`config.mk`:
```
export PLATFORM = sky130hd
export DESIGN_NAME = mem_access_sequencer
export DESIGN_NICKNAME = d
export VERILOG_FILES = /design/src/rtl/mem_access_sequencer.sv
export SDC_FILE = /design/constraint.sdc
export NUM_CORES = 1
export LEC_CHECK = 0
export ABC_AREA = 1
export CORE_ASPECT_RATIO = 1.4
export CORE_UTILIZATION = 40
export CTS_CLUSTER_DIAMETER = 150
export DETAILED_ROUTE_END_ITERATION = 6
export GPL_TIMING_DRIVEN = 0
export PLACE_DENSITY = 0.78
export REMOVE_ABC_BUFFERS = 1
export SETUP_SLACK_MARGIN = 0.02
export SLEW_MARGIN = 15
export SYNTH_ARGS = -nofsm -noshare
export SYNTH_HDL_FRONTEND = slang
export SYNTH_SLANG_ARGS = --single-unit
```
`constraint.sdc`:
```
create_clock -name clk -period 9.85 [get_ports clk]
set_clock_uncertainty 0.15 [all_clocks]
set_input_delay 1.97 -clock clk [delete_from_list [all_inputs] [get_ports clk]]
set_output_delay 1.97 -clock clk [all_outputs]
set_load 0.02 [all_outputs]
```
`src/rtl/mem_access_sequencer.sv`:
```
// mem_access_sequencer: shares one handshaked memory port between instruction fetch and load/store,
// stepping each instruction through FETCH -> EXEC -> (DATA) -> COMMIT and gating the datapath with cpu_advance.
// Latency: 3 cycles per non-memory instruction and 4 per load/store with zero-wait memory; each wait cycle adds one.
// Backpressure: a request (mem_req/mem_we/mem_addr/mem_wdata) is held until mem_ack; TIMEOUT waiting cycles -> err[1], HALT.
// Ports:
//   clk, rst            clock, asynchronous active-high reset
//   pc / inst           fetch address from datapath / latched instruction word
//   halted, dmem_*      EXEC-cycle requests from control/datapath (halt, load, store, address, store data)
//   dmem_rdata          latched load data, valid in COMMIT
//   cpu_advance         one-cycle commit pulse (PC update, register write enable)
//   mem_*               handshaked memory port (req/we/addr/wdata out, ack/rdata in)
//   halt_done, err      HALT state flag; sticky errors {timeout, rd&wr conflict}
//   inst_count          retired-instruction counter, wraps silently
module mem_access_sequencer #(
  parameter int ADDR_W  = 32,
  parameter int DATA_W  = 32,
  parameter int TIMEOUT = 255,
  parameter int CNT_W   = 32
) (
  input  logic              clk,
  input  logic              rst,
  input  logic [ADDR_W-1:0] pc,
  output logic [DATA_W-1:0] inst,
  input  logic              halted,
  input  logic              dmem_rd,
  input  logic              dmem_wr,
  input  logic [ADDR_W-1:0] dmem_addr,
  input  logic [DATA_W-1:0] dmem_wdata,
  output logic [DATA_W-1:0] dmem_rdata,
  output logic              cpu_advance,
  output logic              mem_req,
  output logic              mem_we,
  output logic [ADDR_W-1:0] mem_addr,
  output logic [DATA_W-1:0] mem_wdata,
  input  logic              mem_ack,
  input  logic [DATA_W-1:0] mem_rdata,
  output logic              halt_done,
  output logic [1:0]        err,
  output logic [CNT_W-1:0]  inst_count
);

  // The wait counter holds the number of already-elapsed waiting cycles, so the
  // timeout fires in the TIMEOUT-th waiting cycle and the request is up for
  // exactly TIMEOUT cycles.
  localparam logic [31:0] TO_LAST = (TIMEOUT > 0) ? 32'(TIMEOUT - 1) : 32'd0;

  typedef enum logic [2:0] {
    S_IDLE, S_FETCH, S_EXEC, S_DATA, S_COMMIT, S_HALT
  } state_t;

  state_t      state, state_nxt;
  logic        we_q;
  logic [31:0] wait_cnt;
  logic        waiting;
  logic        timeout_hit;
  logic        data_go;

  assign waiting     = ((state == S_FETCH) || (state == S_DATA)) && !mem_ack;
  assign timeout_hit = (TIMEOUT != 0) && waiting && (wait_cnt == TO_LAST);
  // A halt in EXEC takes priority over any memory operation.
  assign data_go     = (state == S_EXEC) && !halted && (dmem_rd || dmem_wr);

  always_ff @(posedge clk or posedge rst) begin
    if (rst) state <= S_IDLE;
    else     state <= state_nxt;
  end

  always_comb begin
    state_nxt   = state;
    mem_req     = 1'b0;
    cpu_advance = 1'b0;
    halt_done   = 1'b0;
    case (state)
      S_IDLE:   state_nxt = S_FETCH;
      S_FETCH: begin
        mem_req = 1'b1;
        if (mem_ack)          state_nxt = S_EXEC;
        else if (timeout_hit) state_nxt = S_HALT;
      end
      S_EXEC: begin
        if (halted)       state_nxt = S_HALT;
        else if (data_go) state_nxt = S_DATA;
        else              state_nxt = S_COMMIT;
      end
      S_DATA: begin
        mem_req = 1'b1;
        if (mem_ack)          state_nxt = S_COMMIT;
        else if (timeout_hit) state_nxt = S_HALT;
      end
      S_COMMIT: begin
        cpu_advance = 1'b1;
        state_nxt   = S_FETCH;
      end
      S_HALT:   halt_done = 1'b1;
      default:  state_nxt = S_IDLE;
    endcase
  end

  // we_q is cleared on every fetch entry, so gating by mem_req is enough to
  // keep mem_we low outside a request.
  assign mem_we = mem_req & we_q;

  always_ff @(posedge clk or posedge rst) begin
    if (rst) begin
      inst       <= '0;
      dmem_rdata <= '0;
      mem_addr   <= '0;
      mem_wdata  <= '0;
      inst_count <= '0;
      we_q       <= 1'b0;
      wait_cnt   <= '0;
      err        <= 2'b00;
    end else begin
      if (waiting)     wait_cnt <= wait_cnt + 32'd1;
      if (timeout_hit) err[1]   <= 1'b1;
      case (state)
        // Both of these enter FETCH on the next edge: capture the fetch address.
        S_IDLE, S_COMMIT: begin
          mem_addr <= pc;
          we_q     <= 1'b0;
          wait_cnt <= '0;
        end
        S_FETCH: if (mem_ack) inst <= mem_rdata;
        S_EXEC: begin
          if (data_go) begin
            mem_addr  <= dmem_addr;
            mem_wdata <= dmem_wdata;
            // Store wins when both are requested; the load is dropped.
            we_q      <= dmem_wr;
            wait_cnt  <= '0;
            if (dmem_rd && dmem_wr) err[0] <= 1'b1;
          end
        end
        S_DATA: if (mem_ack && !we_q) dmem_rdata <= mem_rdata;
        default: ;
      endcase
      if (state == S_COMMIT) inst_count <= inst_count + CNT_W'(1);
    end
  end

endmodule

```
==> metrics.cfg <==
[worst_hold_path]
min_path_type = flop to flop

[clocking]
clk_latency_ns = 0.44
cts.repair.resized = 0
cts_tree = built
clock-sinks = 198
htreeDepth = 4
clk_pin_slew_ns = 0.07
clockBufferDepth = 2
cts-root-buf = clkbuf_16
postCtsSetupBuffers = 0
cts_buffers = 17
cts_hold_buf = 0

[power]
intPower_mw = 2.141
leakage_nw = 5.922
switching_share_pct = 37.78
pwr-share-seq_pct = 36.0
combPwrFrac_pct = 42.9
clockPowerShare_pct = 21.2
p_total_mw = 3.441
power.density_mw_per_mm2 = 270.9
switchingPower_mw = 1.300
irDropWorstVdd_mv = 0.1780

[timing]
final_hold_viol_count = 0
max_freq_mhz = 229.6
timing.final.crit_share_pct = 44.22
tightestPinTransition_ns = 1.027
max-slew-margin-rel_pct = 31.13
setup_violations = 0
drv_slew = 0
rsz0062_at_grt = no
min_period_ns = 4.355

[route]
drc = 0
drt_wl_total_mm = 24.17
firstDrtPassIters = 7
wire_per_inst_um = 14.75
postRouteAntennaNets = 0
drt_first_iter_violations = 463
vias = 7942
via_per_inst = 4.846

[worst_setup_path]
path_cells = inv_1, nor3_2, inv_1, a21oi_1, clkdlybuf4s50_1
crit_cells = 5
r2r_start = state[2]
worst_r2r_path_depth = 7
cp-start-kind = flop
r2r_slack_ns = 5.83
crit_family = buffers and inverters
crit_slowest_cell = clkdlybuf4s50_1
cp_max_fo = 4
end_kind = output port
max_stage_delay_ns = 0.63
path_class = flop to output port
cp-endpoint = mem_we
cp.arrival_ns = 2.24
reg2reg_to = wait_cnt[22]
required_ns = 7.73
crit_top_cell = inv_1
startpoint = state[1]
path_buf_inv = 3

[floorplan]
floorplan.initialDensity_pct = 40.67
dieArea_sq_mm = 0.02275
core_area_sq_mm = 0.02178
num_rows = 64
die_w_um = 127.8
dieHeight_um = 178.1
io_pins = 300

[synthesis]
async_reset_ff_share_pct = 100.0
synth_edf_count = 0
synth_area_sq_mm = 0.008857
synth.ff_latch_count = 198
synthFlopType = dfrtp_1
synth_cell_types = 34
synth_area_per_cell_sq_um = 8.484
ys_warn_count = 0
syn_inst = 1044
seq_area_frac_synth_pct = 55.94

[global_route]
grt_pass1_wl_mm = 38.55
antenna_found_initial = 0
grt_remaining_overflow = 0
grt_pass1_vias = 7778
grtUsageTotal_pct = 21.73
grt_max_degree = 112

[finish]
final_common_cell = nand2_1
final_nets = 1466
diodes = 0
layout_common_cells = 341 x nand2_1, 299 x clkdlybuf4s50_1, 198 x dfrtp_1
syn2layout_area_growth_pct = 43.41
fin_util_pct = 58.32
fillers = 1956
drive_above_1_share_pct = 4.993

[outcome]
run_status = completed

[run]
max_cap_viol_count = 0

[place]
gp_congestion = 0.8515
dp_hpwl_mm = 17.20
io_buffers = 299

layout make-up:
cell class | instances | area [sq um] | area share, %
clock buffers | 21 | 460.4 | 3.625
clock inverters | 11 | 146.4 | 1.152
inverters | 101 | 386.6 | 3.044
multi-input cells | 711 | 3362 | 26.47
flip-flops and latches | 198 | 4955 | 39.01
well taps | 297 | 371.6 | 2.926
repair buffers | 300 | 3020 | 23.78
cell families (layout without fill, tap and decap cells):
logic type	count (synthesis)	count (layout)	share of synthesized area, %
AOI/OAI and AO/OA	128	128	7.769
adders and majority gates	3	3	0.4238
and+or+nand+nor	550	550	26.66
buffers and inverters	135	433	6.244
DFF	198	198	55.94
xor gates and xnor gates	30	30	2.966
registers in the layout, indices dropped and copies added, names as in the netlist:
register    cells
mem_wdata      32
we_q            1
mem_addr       32
err             2
inst           32
state           3
inst_count     32
wait_cnt       32
dmem_rdata     32
worst min-delay path by stage:
stage / cells past startpoint / end / slack [ns] / startpoint
3_5_place_dp: 2 / err[1] / 0.31 / err[1]
6_report: 2 / err[1] / 0.32 / err[1]
3_3_place_gp: 2 / err[1] / 0.30 / err[1]
2_1_floorplan: 1 / wait_cnt[15] / 0.33 / wait_cnt[15]
5_1_grt: 2 / err[1] / 0.35 / err[1]
4_1_cts: 2 / err[1] / 0.33 / err[1]
power by group through the flow:
stage          clock [mW]  combinational (mW)  sequential [mW]
2_1_floorplan           0               0.431             1.55
3_3_place_gp            0                1.46             1.24
3_5_place_dp            0                1.48             1.24
4_1_cts             0.741                1.49             1.24
5_1_grt             0.773                1.59             1.27
6_report            0.728                1.47             1.24
synth_stat cells, types with 2 or more instances:
cell type | n | share of area, %
nand2_1 | 341 | 14
dfrtp_1 | 198 | 56
nor2_1 | 108 | 4.6
inv_1 | 93 | 3.9
o21ai_0 | 78 | 4.4
nand3_1 | 37 | 2.1
a31oi_1 | 33 | 2.3
clkbuf_1 | 21 | 0.89
xor2_1 | 19 | 1.9
nand4_1 | 18 | 1.3
a21oi_1 | 13 | 0.73
nor3_1 | 11 | 0.62
xnor2_1 | 11 | 1.1
buf_2 | 7 | 0.40
inv_2 | 7 | 0.30
nor2_2 | 7 | 0.49
nand3b_1 | 5 | 0.42
buf_6 | 4 | 0.51
nand2_2 | 4 | 0.28
nor2_4 | 4 | 0.51
ha_1 | 3 | 0.42
nand2_4 | 3 | 0.38
nand3_2 | 3 | 0.34
nor3_2 | 3 | 0.34
buf_4 | 2 | 0.17
nor2_8 | 2 | 0.45
o21ai_1 | 2 | 0.11
per-layer routing:
layer  track usage (%)  wire [um]
met1             24.90       9558
met2             38.22      12600
met3             5.669       1294
met4             9.020        721
met5                 0          0
tightest hold or removal path, cell delays in order (launching register included):
cell,delay (ns)
dfrtp_1,0.35
inv_1,0.04
nand2_1,0.05
stage by stage:
step	instances	area, sq um	hold slack [ns]	TNS (ns)	worst slack [ns]
2_1_floorplan	1010	8683	0.3287	0	2.333
3_3_place_gp	1606	12050	0.2985	-68.74	-0.3726
3_5_place_dp	1607	12090	0.3091	0	5.070
4_1_cts	1639	12690	0.3272	0	5.517
5_1_grt	1639	12700	0.3464	0	5.201
6_report	1639	12700	0.3196	0	5.495
(Power assumes the default switching activity.)
